<file path="src/rtl/router_pkg.sv">
// Shared types for the packet-switched router: flit encodings,
// output arbiter states and flit-type decode.
package router_pkg;

  typedef enum logic [1:0] {
    BODY   = 2'b00,
    TAIL   = 2'b01,
    HEADER = 2'b10,
    SINGLE = 2'b11
  } flit_type_t;

  typedef enum logic {
    IDLE   = 1'b0,
    LOCKED = 1'b1
  } arb_state_t;

  // Takes the two type bits, i.e. flit[Width-1:Width-2].
  function automatic flit_type_t flit_type(input logic [1:0] msbs);
    return flit_type_t'(msbs);
  endfunction

endpackage

</file>
<file path="src/rtl/router_rr_arbiter.sv">
// Combinational round-robin picker: first set request at or
// after ptr, wrapping, found by scanning a doubled request vector.
module router_rr_arbiter
  import router_pkg::*;
#(
  parameter  int N  = 5,
  localparam int PW = (N > 1) ? $clog2(N) : 1
) (
  input  logic [N-1:0]  req,
  input  logic [PW-1:0] ptr,
  output logic [N-1:0]  winner,
  output logic          valid
);

  logic [2*N-1:0] dbl;

  always_comb begin
    dbl    = {req, req};
    winner = '0;
    valid  = 1'b0;
    for (int k = 0; k < 2 * N; k++) begin
      if (!valid && k >= int'(ptr) &&
          k < int'(ptr) + N && dbl[k]) begin
        valid         = 1'b1;
        winner[k % N] = 1'b1;
      end
    end
  end

endmodule

</file>
<file path="src/rtl/router_output_arbiter.sv">
// Wormhole output-port allocator: round-robin grant held from
// header to tail, pops the owner only when downstream has room.
module router_output_arbiter
  import router_pkg::*;
#(
  parameter  int NumInputs = 5,
  parameter  int Width     = 66,
  localparam int PW = (NumInputs > 1) ? $clog2(NumInputs) : 1
) (
  input  logic                 clk,
  input  logic                 rst,
  input  logic [NumInputs-1:0] in_empty,
  input  logic [Width-1:0]     in_data [NumInputs],
  input  logic [NumInputs-1:0] in_req,
  output logic [NumInputs-1:0] in_rdreq,
  input  logic                 out_full,
  output logic                 out_wrreq,
  output logic [Width-1:0]     out_data,
  output logic [NumInputs-1:0] grant
);

  arb_state_t           state_q, state_d;
  logic [NumInputs-1:0] grant_q, grant_d;
  logic [PW-1:0]        rr_ptr_q, rr_ptr_d;

  logic [NumInputs-1:0] elig, non_hdr, win;
  logic                 win_vld;
  logic [PW-1:0]        gidx;
  logic [Width-1:0]     gdata;
  logic                 g_empty;
  logic                 fire;
  flit_type_t           gtype;

  always_comb begin
    elig    = '0;
    non_hdr = '0;
    for (int i = 0; i < NumInputs; i++) begin
      non_hdr[i] = !(flit_type(in_data[i][Width-1 -: 2])
                     inside {HEADER, SINGLE});
      elig[i] = in_req[i] & ~in_empty[i] & ~non_hdr[i];
    end
  end

  router_rr_arbiter #(.N(NumInputs)) u_rr (
    .req    (elig),
    .ptr    (rr_ptr_q),
    .winner (win),
    .valid  (win_vld)
  );

  always_comb begin
    gidx    = '0;
    gdata   = '0;
    g_empty = 1'b1;
    for (int i = 0; i < NumInputs; i++) begin
      if (grant_q[i]) begin
        gidx    = PW'(i);
        gdata   = in_data[i];
        g_empty = in_empty[i];
      end
    end
  end

  assign fire  = (state_q == LOCKED) & ~g_empty & ~out_full;
  assign gtype = flit_type(gdata[Width-1 -: 2]);
  assign grant = grant_q;

  always_comb begin
    state_d   = state_q;
    grant_d   = grant_q;
    rr_ptr_d  = rr_ptr_q;
    in_rdreq  = '0;
    out_wrreq = 1'b0;
    out_data  = '0;
    unique case (state_q)
      IDLE: begin
        if (win_vld) begin
          grant_d = win;
          state_d = LOCKED;
        end
      end
      LOCKED: begin
        if (fire) begin
          out_wrreq = 1'b1;
          in_rdreq  = grant_q;
          out_data  = gdata;
          // Packet ends: release and move priority past the owner.
          if (gtype == TAIL || gtype == SINGLE) begin
            state_d  = IDLE;
            grant_d  = '0;
            rr_ptr_d = (int'(gidx) == NumInputs - 1) ?
                       '0 : gidx + PW'(1);
          end
        end
      end
      default: state_d = IDLE;
    endcase
  end

  always_ff @(posedge clk or posedge rst) begin
    if (rst) begin
      state_q  <= IDLE;
      grant_q  <= '0;
      rr_ptr_q <= '0;
    end else begin
      state_q  <= state_d;
      grant_q  <= grant_d;
      rr_ptr_q <= rr_ptr_d;
    end
  end

  a_grant_oh: assert property (@(posedge clk) disable iff (rst)
    $onehot0(grant_q));
  a_rdreq_oh: assert property (@(posedge clk) disable iff (rst)
    $onehot0(in_rdreq));
  a_wr_full: assert property (@(posedge clk) disable iff (rst)
    out_wrreq |-> !out_full);
  a_rd_own: assert property (@(posedge clk) disable iff (rst)
    (in_rdreq & ~(grant_q & ~in_empty)) == '0);
  a_idle_hdr: assert property (@(posedge clk) disable iff (rst)
    (state_q == IDLE) |-> ((in_req & ~in_empty & non_hdr) == '0));

endmodule

</file>
<file path="config.mk">
export PLATFORM = sky130hd
export DESIGN_NAME = router_output_arbiter
export DESIGN_NICKNAME = d
export VERILOG_FILES = /design/src/rtl/router_pkg.sv /design/src/rtl/router_rr_arbiter.sv /design/src/rtl/router_output_arbiter.sv
export SDC_FILE = /design/constraint.sdc
export NUM_CORES = 1
export LEC_CHECK = 0
export CORE_AREA = 2 2 162 164
export CTS_CLUSTER_DIAMETER = 50
export DETAILED_ROUTE_END_ITERATION = 8
export DIE_AREA = 0 0 164 166
export SLEW_MARGIN = 20
export SYNTH_ARGS = -nofsm -noshare
export SYNTH_HDL_FRONTEND = slang
export SYNTH_HIERARCHICAL = 1
export SYNTH_SLANG_ARGS = --single-unit
</file>
<file path="constraint.sdc">
create_clock -name clk -period 3.3 [get_ports clk]
set_clock_uncertainty 0.2 [all_clocks]
set_input_delay 0.33 -clock clk [delete_from_list [all_inputs] [get_ports clk]]
set_output_delay 0.33 -clock clk [all_outputs]
set_load 0.1 [all_outputs]
</file>
==> results.sh, run 1 <==
export IMPL_synth_ff_type="dfrtp_1"
export IMPL_grt_pass1_vias=5736
export IMPL_antenna_found_initial=2
export IMPL_synth_net_count=818
export IMPL_gp_routability_congestion=0.867
export IMPL_synth_area_mm2=0.00308
export IMPL_hold_class="in2async"
export IMPL_coreArea_mm2=0.0256
export IMPL_worstSkewPairLatency_ns=0.24
export IMPL_drc=0
export IMPL_cts_hold_buf=0
export IMPL_critPathTopFamily="simple AND/OR/NAND/NOR gates"
export IMPL_boundaryPins=420
export IMPL_p_leak_nw=3.05
export IMPL_max_freq_mhz=332
export IMPL_synth_cell_type_count=50
export IMPL_r2r_start="rr_ptr_q[0]"
export IMPL_vias_per_cell=4.72
export IMPL_synthTopCellsByArea="a221oi_1, o22ai_1, o31ai_1"
export IMPL_synth_top_area_share_pct=18.8
export IMPL_rr_endpoint="grant[2]"
export IMPL_drtPass1Iterations=5
export IMPL_grt_ovfl_total=0
export IMPL_syn2layout_area_growth_pct=200
export IMPL_crit_chain="inv_1, ha_1, nor2b_1, o311a_4, nor4b_2, nand2b_1, or4_1, nor2b_1, o31ai_1"
export IMPL_cts_buffers=3
export IMPL_hold_viol=0
export IMPL_timing_reg2reg_worst_path_depth=9
export IMPL_layout_cells_non_filler=1199
export IMPL_endpoint_kind="register"
export IMPL_synth_edf_count=0
export IMPL_cp_max_fo=10
export IMPL_wire_per_inst_um=20.1
export IMPL_num_vias=5656
export IMPL_dp_hpwl_um=19400
export IMPL_critPathMaxStageDelay_ns=0.44
export IMPL_critical_path_class="reg2reg"
export IMPL_htree_levels=1
export IMPL_n_fill_cell=2594
export IMPL_status="completed"
export IMPL_cts_reportedPaths_clkPinSlew_ns=0.04
export IMPL_ant_nets=0
export IMPL_max_cap_viol_count=0
export IMPL_ir_drop_mv=0.333
export IMPL_async_flop_share_pct=100
export IMPL_crit_path_frequent_cell="nor2b_1"
export IMPL_wirelength_um=24100
export IMPL_dpl_cell_area_mm2=0.00913
export IMPL_fin_ws_ns=0.284
export IMPL_final_area_mm2=0.00922
export IMPL_rows=59
export IMPL_critical_path_buf_inv_count=1
export IMPL_portBuffers=419
export IMPL_startpoint_type="register"
export IMPL_synthCells=469
export IMPL_tightest_slew_ns=0.686
export IMPL_required_ns=3.23
export IMPL_slew_headroom_pct=54.3
export IMPL_final_util_pct=36.0
export IMPL_grt_max_degree=69
export IMPL_fin_hold_ws_ns=0.181
export IMPL_rrSetupSlack_ns=0.28
export IMPL_cts_root_buffer="clkbuf_16"
export IMPL_final_setup_viol_count=0
export IMPL_place_ws_ns=0.187
export IMPL_layout_drive_gt1_share_pct=22.9
export IMPL_grt_use_total_pct=16.7
export IMPL_ys_seq_area_share_pct=7.32
export IMPL_drv_slew=0
export IMPL_dieArea_mm2=0.0272
export IMPL_cts_max_path_buffers=2
export IMPL_synth_area_leader_cell="a221oi_1"
export IMPL_fin_crit_sh_pct=91.4
export IMPL_avgSynthCellArea_um2=6.56
export IMPL_cts_tree="built"
export IMPL_fin_crit_ns=3.02
export IMPL_die_x_um=164
export IMPL_initial_utilization_pct=12.0
export IMPL_clock_sinks=9
export IMPL_worst_path_max_delay_cell="dfrtp_2"
export IMPL_rsz0062_at_grt="false"
export IMPL_cp_data_arrival_time_ns=2.95
export IMPL_nNetsFinal=1212
export IMPL_dieHeight_um=166
export IMPL_grt_pass1_wl_um=34900
export IMPL_ys_ff_latch=9
export IMPL_powerDensity_mw_per_mm2=651
export IMPL_yosysWarningCount=6
export IMPL_dpl_cell_count=1193
export IMPL_dr_first_iter_drc_count=330
## registers in the layout, summed over array words and instances, names as in the netlist
register  flops
rr_ptr_q      3
grant         5
state_q       1
## Yosys cell counts, types with 2 or more instances
cell / n
o22ai_1: 67
a221oi_1: 66
nand2_1: 57
o31ai_1: 42
nor2_1: 37
clkbuf_1: 35
a21oi_1: 25
nor3_1: 22
buf_2: 14
dfrtp_1: 9
o21ai_1: 9
nor2b_1: 8
ha_1: 6
nand4b_1: 6
or3_1: 6
inv_1: 5
inv_2: 5
buf_1: 4
nand2b_1: 4
o21ai_0: 4
a22o_1: 3
buf_4: 3
nand3_1: 2
nand4_1: 2
o221ai_1: 2
o311a_1: 2
## power by group
part           switching, mW  internal (mW)  total (mW)
Sequential            0.0757          0.153       0.229
Combinational           3.50           2.05        5.56
Clock                 0.0555          0.162       0.217
Total                   3.63           2.37        6.00
## cell type report
| type | instances | area (µm²) | share of cell area, % |
|---|---|---|---|
| repair buffers | 446 | 5220 | 56.6 |
| multi-input cells | 393 | 3230 | 35.0 |
| diodes | 2 | 5.00 | 0.0543 |
| inverters | 10 | 37.5 | 0.407 |
| flip-flops and latches | 9 | 233 | 2.52 |
| clock buffers | 4 | 78.8 | 0.855 |
| well taps | 335 | 419 | 4.55 |
## cells in the final DEF, fill, tap and decap left out, types with 17 or more instances in the layout
cell type	n
clkdlybuf4s50_1	342
buf_12	81
o22ai_1	67
a221oi_1	66
nand2_1	57
o31ai_4	38
a21oi_1	25
buf_4	23
nor3_1	22
nor2_2	20
nor2_1	17
## routing by layer
| metal | up-vias | GRT usage [%] | part of all wire (%) |
|---|---|---|---|
| met3 | 34 | 2.52 | 6.7 |
| met2 | 262 | 29.5 | 51 |
| met4 | 0 | 4.31 | 2.4 |
| met1 | 2662 | 21.0 | 40 |
| met5 | - | 0 | 0 |
| li1 | 2698 | - | - |
## timing repair
action,4_1_cts,5_1_grt
resized for setup,0,1
setup endpoints to repair,0,2
setup buffers,0,0
endpoints found under the hold margin,0,0
## worst max path at each step
| stage | start | endpoint | slack, ns | cells past startpoint |
|---|---|---|---|---|
| global route | rr_ptr_q[0] | grant[1] | 0.1 | 9 |
| CTS | rr_ptr_q[0] | grant[2] | 0.19 | 9 |
| floorplan | grant[3] | out_data[1] | -0.14 | 7 |
| finish | rr_ptr_q[0] | grant[2] | 0.28 | 9 |
| detailed placement | rr_ptr_q[0] | grant[2] | 0.19 | 9 |
| global placement | rr_ptr_q[0] | grant[4] | 0.28 | 9 |
## kinds of logic (layout without fill, tap and decap cells)
logic type,after synthesis,after routing,synth area share [%]
flip-flops,9,9,7.32
other,0,2,0
AO/OA/AOI/OAI,232,232,56.1
AND/OR/NAND/NOR,155,155,24.8
buffers and inverters,67,460,9.35
adder cells (fa/ha/maj),6,6,2.44
## through the flow
stage,TNS (ns),total power [mW]
global placement,0,5.80
floorplan,-0.864,3.82
CTS,0,6.05
finish,0,6.00
detailed placement,0,5.82
global route,0,6.32
Note: power is estimated with default switching activity, not from simulation.
==> inputs of run 2 (changes only) <==
--- a/config.mk
+++ b/config.mk
@@ -5,10 +5,10 @@
 export SDC_FILE = /design/constraint.sdc
 export NUM_CORES = 1
 export LEC_CHECK = 0
-export CORE_AREA = 2 2 162 164
+export CORE_AREA = 2 2 165 167
 export CTS_CLUSTER_DIAMETER = 50
 export DETAILED_ROUTE_END_ITERATION = 8
-export DIE_AREA = 0 0 164 166
+export DIE_AREA = 0 0 167 169
 export SLEW_MARGIN = 20
 export SYNTH_ARGS = -nofsm -noshare
 export SYNTH_HDL_FRONTEND = slang
==> constraint.sdc (replaced) <==
create_clock -name clk -period 3.85 [get_ports clk]
set_clock_uncertainty 0.2 [all_clocks]
set_input_delay 0.385 -clock clk [delete_from_list [all_inputs] [get_ports clk]]
set_output_delay 0.385 -clock clk [all_outputs]
set_load 0.1 [all_outputs]
==> results.sh, run 2 (synthesized netlist as in run 1, its figures left out) <==
export IMPL_layout_drive_gt1_share_pct=18.0
export IMPL_grt_use_total_pct=15.8
export IMPL_diodes=0
export IMPL_cts_buffers=3
export IMPL_hold_class="in2async"
export IMPL_dieArea_mm2=0.0282
export IMPL_die_x_um=167
export IMPL_power_frac_comb_pct=92.0
export IMPL_swShare_pct=60.3
export IMPL_rr_endpoint="grant[3]"
export IMPL_clock_sinks=9
export IMPL_nNetsFinal=1204
export IMPL_ir_drop_mv=0.598
export IMPL_layout_commonest_cell="clkdlybuf4s50_1"
export IMPL_wirelength_um=24400
export IMPL_dp_hpwl_um=19800
export IMPL_max_freq_mhz=304
export IMPL_critical_path_class="reg2reg"
export IMPL_cts_setup_buffers=0
export IMPL_rows=60
export IMPL_grt_max_degree=69
export IMPL_critPathTopFamily="simple AND/OR/NAND/NOR gates"
export IMPL_tightest_slew_ns=0.973
export IMPL_drtPass1Iterations=5
export IMPL_gp_routability_congestion=0.865
export IMPL_htree_levels=1
export IMPL_fin_crit_ns=3.29
export IMPL_drc=0
export IMPL_drv_slew=0
export IMPL_cts_root_buffer="clkbuf_16"
export IMPL_worst_path_max_delay_cell="dfrtp_1"
export IMPL_largest_register_ffs=5
export IMPL_mostFrequentLayoutCells="clkdlybuf4s50_1, buf_12, o22ai_1"
export IMPL_crit_chain="ha_1, a21bo_1, o221a_1, nor4b_2, nand2b_1, or4_1, nor2b_1, o31ai_1"
export IMPL_cp_data_arrival_time_ns=3.22
export IMPL_critical_path_buf_inv_count=0
export IMPL_cts_repair_resized=0
export IMPL_max_cap_viol_count=0
export IMPL_coreArea_mm2=0.0265
export IMPL_p_switching_mw=2.89
export IMPL_fin_crit_sh_pct=85.6
export IMPL_portBuffers=419
export IMPL_pwr_share_clk_pct=3.9
export IMPL_hold_viol=0
export IMPL_endpoint_kind="register"
export IMPL_p_leak_nw=2.95
export IMPL_worstSkewPairLatency_ns=0.24
export IMPL_boundaryPins=420
export IMPL_ant_nets=0
export IMPL_slew_headroom_pct=34.9
export IMPL_rsz0062_at_grt="false"
export IMPL_final_setup_viol_count=0
export IMPL_status="completed"
export IMPL_wire_per_inst_um=20.4
export IMPL_r2r_start="rr_ptr_q[1]"
export IMPL_grt_ovfl_total=0
export IMPL_grt_pass1_vias=5664
export IMPL_startpoint_type="register"
export IMPL_grt_pass1_wl_um=34500
export IMPL_cts_reportedPaths_clkPinSlew_ns=0.04
export IMPL_rrSetupSlack_ns=0.56
export IMPL_required_ns=3.78
export IMPL_dieHeight_um=169
export IMPL_powerDensity_mw_per_mm2=551
export IMPL_syn2layout_area_growth_pct=182
export IMPL_cts_tree="built"
export IMPL_cts_hold_buf=0
export IMPL_cts_max_path_buffers=2
export IMPL_place_ws_ns=0.587
export IMPL_antenna_found_initial=0
export IMPL_dr_first_iter_drc_count=270
export IMPL_initial_utilization_pct=11.6
export IMPL_timing_reg2reg_worst_path_depth=8
export IMPL_pwr_share_seq_pct=4.2
export IMPL_critPathMaxStageDelay_ns=0.58
export IMPL_vias_per_cell=4.73
export IMPL_fin_total_pwr_mw=4.79
export IMPL_cp_max_fo=13
export IMPL_fin_ws_ns=0.556
export IMPL_num_vias=5658
export IMPL_intPower_mw=1.90
==> run 2: worst max-delay path by stage <==
stage / endpoint / slack (ns) / from / cells past startpoint
after CTS: out_data[61] / 0.51 / grant[3] / 7
after detailed placement: out_data[45] / 0.59 / out_full / 8
after floorplan: out_data[13] / -0.19 / grant[1] / 6
final: grant[3] / 0.56 / rr_ptr_q[1] / 8
after global routing: grant[1] / 0.31 / rr_ptr_q[1] / 8
after global placement: out_data[45] / 0.59 / out_full / 8
==> run 2: area by class of cell <==
type	count	area, µm²
Multi-Input combinational cell	393	2800
Clock buffer	4	78.8
Fill cell	2795	17800
Timing Repair Buffer	438	5120
Sequential cell	9	228
Inverter	10	37.5
Tap cell	341	427
==> run 2: through the flow <==
| stage | setup TNS (ns) | std cells | util (%) | cell area [µm²] | hold WS (ns) |
|---|---|---|---|---|---|
| after floorplan | -7.01 | 469 | - | 3300 | 0.0129 |
| after global placement | 0 | 1191 | 32.5 | 8610 | 0.349 |
| after detailed placement | 0 | 1191 | 32.5 | 8610 | 0.349 |
| after CTS | 0 | 1195 | 32.8 | 8690 | 0.251 |
| after global routing | 0 | 1195 | 32.8 | 8690 | 0.285 |
| final | 0 | 1195 | 32.8 | 8690 | 0.235 |
==> run 2: routing by layer <==
layer | track usage [%] | up-vias | part of all wire (%)
li1 | - | 2676 | -
met1 | 19.8 | 2693 | 40
met2 | 28.1 | 257 | 51
met3 | 1.99 | 32 | 6.0
met4 | 4.69 | 0 | 3.1
met5 | 0 | - | 0
==> run 2: power groups by stage <==
stage | clock network [mW] | logic, mW | registers, mW
3_3_place_gp | 0 | 4.42 | 0.198
4_1_cts | 0.188 | 4.44 | 0.199
3_5_place_dp | 0 | 4.43 | 0.199
5_1_grt | 0.192 | 4.66 | 0.209
2_1_floorplan | 0 | 2.65 | 0.274
6_report | 0.185 | 4.41 | 0.200
==> variant 1, RTL diff (settings of run 2) <==
Change the parameter `NumInputs` from 5 to 4.
--- a/src/rtl/router_output_arbiter.sv
+++ b/src/rtl/router_output_arbiter.sv
@@ -3,7 +3,7 @@
 module router_output_arbiter
   import router_pkg::*;
 #(
-  parameter  int NumInputs = 5,
+  parameter  int NumInputs = 4,
   parameter  int Width     = 66,
   localparam int PW = (NumInputs > 1) ? $clog2(NumInputs) : 1
 ) (
Ports: changed (5 resized); port bits go from 420 to 350. The function was not compared with the original's and may differ.
==> variant 1 against run 2 <==
  * Setup slack improved by 490 ps
  * Sequential cell count decreased by 2
  * Core utilization decreased by 8.2 points
  * Global-route usage decreased by 4.7 points
  * Power decreased by 42%
  * Wire length decreased by 31%
  * Sequential power decreased by 14%
  * Critical endpoint is now out_data[46]
  * Cell area decreased by 25%
  * Synthesized area decreased by 20%
  * Largest cell class unchanged
  * Via count decreased by 24%
==> variant 1: results (changes against run 2) <==
[run_status]
status = complete, no violations

[yosys]
yosysSeqAreaShare_pct = 7.13  ; -0.19 points
yosys-top-cells-count = 79 x nand2_1, 61 x a22o_1, 61 x a22oi_1
yosysWarnings = 6  ; unchanged
yosys-top-cells-area = a22o_1 22%, a22oi_1 19%, nand2_1 12%
netlist-cell-type-count = 33  ; -34%
syn_nets = 661  ; -19%
synthFlopType = dfrtp_1

[cts]
clockBufferDepth = 2  ; unchanged
cts-buffers-inserted = 3  ; unchanged
ctsResizeCount = 0  ; unchanged
clk_latency_ps = 230
post_cts_buffers = 0  ; unchanged
root_buffer = clkbuf_16
htree_num_levels = 1  ; unchanged

[finish]
fin_nets = 980  ; -19%
finish.utilization_pct = 24.5  ; -8.2 points
fillers = 2925  ; +4.7%
drive_gt1_share_pct = 14.1  ; -4.0 points
antennaDiodeCount = 0  ; unchanged
largest_reg_flops = 4  ; -1

[setup_path]
critPathMaxFanout = 32  ; +19
arrival_ps = 2220  ; -1000 ps
crit_path_top_delay_cell = clkdlybuf4s50_1
r2r_start = grant[1]
critical_path.max_stage_delay_ps = 430  ; -150 ps
ff2ff_path_depth = 5  ; -3
r2r_setup_slack_ps = 1950  ; +1390 ps
r2r_end = rr_ptr_q[0]

[drt]
wl_mm = 16.9  ; -31%
route.vias.total = 4310  ; -24%
drt-pass1-iter-count = 5  ; unchanged
drcViolationCount = 0  ; unchanged
drtIter0Drc = 191  ; -29%

[timing]
maxSlewViolCount = 0  ; unchanged
tightest_slew_ps = 991  ; +17.8 ps

[global_routing]
grt_pass1_wl_mm = 24.9  ; -28%
grt_pass1_vias = 4385  ; -23%
grt_max_degree = 67  ; -2.9%
grt_usage_pct = 11.1  ; -4.7 points
grt_antenna_before_repair = 0  ; unchanged

[place]
dpl.hpwl_mm = 13.6  ; -31%
postPlaceCellArea_um2 = 6420  ; -25%
io_buffer_count = 349  ; -17%
place_congestion = 0.772  ; -11%

[hold_path]
hp-class = in -> async

[flow_run]
maxCapViolations = 0  ; unchanged

[power_and_ir_drop]
p_leak_nw = 2.32  ; -21%
vdd_drop_max_mv = 0.284  ; -53%

variant 1: logic make-up (layout without fill, tap and decap cells):
logic type | Yosys count | after routing | synth area share (%)
AO/OA/AOI/OAI | 218 | 218 | 63.4
AND/OR/NAND/NOR | 110 | 110 | 19.2
buffers and inverters | 49 | 367 | 9.37
flip-flops | 7 | 7 | 7.13
multiplexers | 2 | 2 | 0.815
variant 1: worst max-delay path, delay by kind of cell:
family,cells,cell delay (ps)
compound gates,2,460
buf+inv,3,1060
simple gates,1,280
variant 1: metrics by stage:
| stage | hold slack [ps] | worst slack (ps) | cells |
|---|---|---|---|
| after floorplan | -11.6 | 254 | 386 |
| after global placement | 434 | 1070 | 1041 |
| after detailed placement | 435 | 1030 | 1041 |
| after CTS | 218 | 1020 | 1045 |
| after global routing | 242 | 865 | 1045 |
| final | 198 | 1040 | 1045 |
variant 1: worst max-delay path by stage:
stage                            from            to  slack (ps)  cells after the start
final                     in_empty[0]  out_data[46]        1040                      6
after detailed placement  in_empty[0]  out_data[46]        1030                      6
after global routing         grant[0]  out_data[54]         870                      6
after floorplan              grant[2]  out_data[17]         250                      5
after CTS                 in_empty[0]  out_data[46]        1020                      6
after global placement    in_empty[0]  out_data[65]        1070                      6
variant 1: layout make-up:
type,instances,area share [%]
sequential,7,2.77
clock buffer,4,1.21
tap,341,6.56
multi-input combinational,330,31.9
inverter,3,0.173
timing repair buffer,360,57.4
variant 1: metal layers:
metal	GRT usage, %	part of all wire (%)	vias up
met1	13.9	42	1990
met5	0	0	-
met3	1.54	6.3	12
met4	1.46	1.1	0
li1	-	-	2116
met2	20.5	51	192
variant 1: power breakdown:
part           switching [mW]  leakage [nW]  internal, mW  total, mW
Combinational            1.58          2.19         0.855       2.44
Sequential             0.0670        0.0870         0.106      0.173
Clock                  0.0361        0.0382         0.137      0.174
Total                    1.69          2.32          1.10       2.78
==> variant 2, RTL diff (settings of run 2) <==
Made on the original files. Make the reset (`rst`) synchronous in one clocked block.
--- a/src/rtl/router_output_arbiter.sv
+++ b/src/rtl/router_output_arbiter.sv
@@ -97,7 +97,7 @@
     endcase
   end
 
-  always_ff @(posedge clk or posedge rst) begin
+  always_ff @(posedge clk) begin
     if (rst) begin
       state_q  <= IDLE;
       grant_q  <= '0;
Check against the original RTL: differs if rst is asserted again (counterexample within 4 cycles, from zero or initial values and one cycle with rst high); with rst held inactive, the same outputs for 10 cycles.
==> variant 2 against run 2 <==
  * Sequential cell count stayed put
  * Synthesized area is 1.3% lower
  * Cell area is 3.7% higher
  * Hold slack better by 110 ps
  * Wire length is 1.4% higher
  * Setup slack better by 11 ps
  * Global-route usage is 0.32 points higher
Power is left out: it rests on default switching activity, and per cell area and clock period it moved more than threefold.
==> variant 2: results (changes against run 2) <==
[finish]
drive_gt1_share_pct = 20.7  ; +2.7 points
fillers = 2765  ; -1.1%
seq_area_um2 = 183  ; -20%

[yosys]
yosys-top-cells-count = 67 x nand2_1, 67 x o22ai_1, 66 x a221oi_1
yosysWarnings = 6  ; unchanged
yosys-top-cells-area = a221oi_1 19%, o22ai_1 14%, o31ai_1 12%
async_flop_share_pct = 0  ; -100 points
yosysSeqAreaShare_pct = 5.94  ; -1.4 points
netlist-cell-type-count = 44  ; -12%
synthFlopType = dfxtp_1
avgSynthCellArea_um2 = 6.38  ; -2.8%
syn_nets = 825  ; +0.86%

[global_routing]
met2_usage_pct = 28.8  ; +0.72 points
grt_use_met3_pct = 2.81  ; +0.82 points
grt_pass1_vias = 5737  ; +1.3%
grt_pass1_wl_mm = 35.1  ; +1.7%
grt_antenna_before_repair = 1  ; +1
grt_usage_pct = 16.1  ; +0.32 points
grt_max_degree = 47  ; -32%
use_met1_pct = 19.3  ; -0.56 points

[timing]
holdWs_ps = 350  ; +115 ps
period_share_pct = 85.3  ; -0.28 points
maxSlewHeadroom_pct = 35.2  ; +0.24 points

[place]
dpl.hpwl_mm = 20.8  ; +5.0%
dp_slack_ps = 589  ; +2.23 ps
dp_cells = 1196  ; +0.42%
postPlaceCellArea_um2 = 8930  ; +3.7%
place_congestion = 0.863  ; -0.32%

[drt]
drt-pass1-iter-count = 4  ; -1
wl_per_cell_um = 20.6  ; +0.94%
via_per_inst = 4.71  ; -0.45%
wl_met2_mm = 12.6  ; +2.4%
wl_mm = 24.7  ; +1.4%
wl_met1_mm = 9.77  ; -1.0%
drtIter0Drc = 242  ; -10%
wl_met3_mm = 1.47  ; +1.2%

[setup_path]
required_ps = 3810  ; +30 ps
critPathMaxFanout = 13  ; unchanged
crit_start = rr_ptr_q[1]
r2r_setup_slack_ps = 570
r2r_end = grant[2]
r2r_start = rr_ptr_q[1]
ff2ff_path_depth = 9  ; +1

[run_status]
status = complete, no violations

[hold_path]
hp-class = reg -> reg
holdCritStartpoint = state_q

[cts]
clkTransAtPathRegs_ps = 40  ; about the same

-- variant 2: cell types whose count changed in the layout (fill, tap and decap cells not counted), moves of 7 or more --
cell and change:
dfrtp_1 -7, dfxtp_1 +7, nand2_1 +9, nor2_1 -23, nor2_2 +19, o21ai_1 -9
o31ai_2 -26, o31ai_4 +35
-- variant 2: cells by family after synthesis --
kind of cell / synth area share [%]
flops: 5.94
fa+ha+maj: 2.47
buf+inv: 10.1
compound gates: 57.5
simple gates: 24.0
-- variant 2: critical path: stages, from the launching register on --
cell and delay (ps):
dfxtp_1 590, ha_1 410, a21bo_1 270, o221a_1 310, nor4b_2 350, nand2b_1 120
or4_1 470, nand2b_1 210, o211ai_1 120, a21oi_1 160
-- variant 2: final cells by class --
type                            instances  share of cell area, %
Inverter                                8                  0.333
Antenna cell                            1                 0.0278
Sequential cell                         9                   2.03
Timing Repair Buffer                  438                   56.5
Tap cell                              341                   4.74
Multi-Input combinational cell        400                   35.5
Clock buffer                            4                  0.875
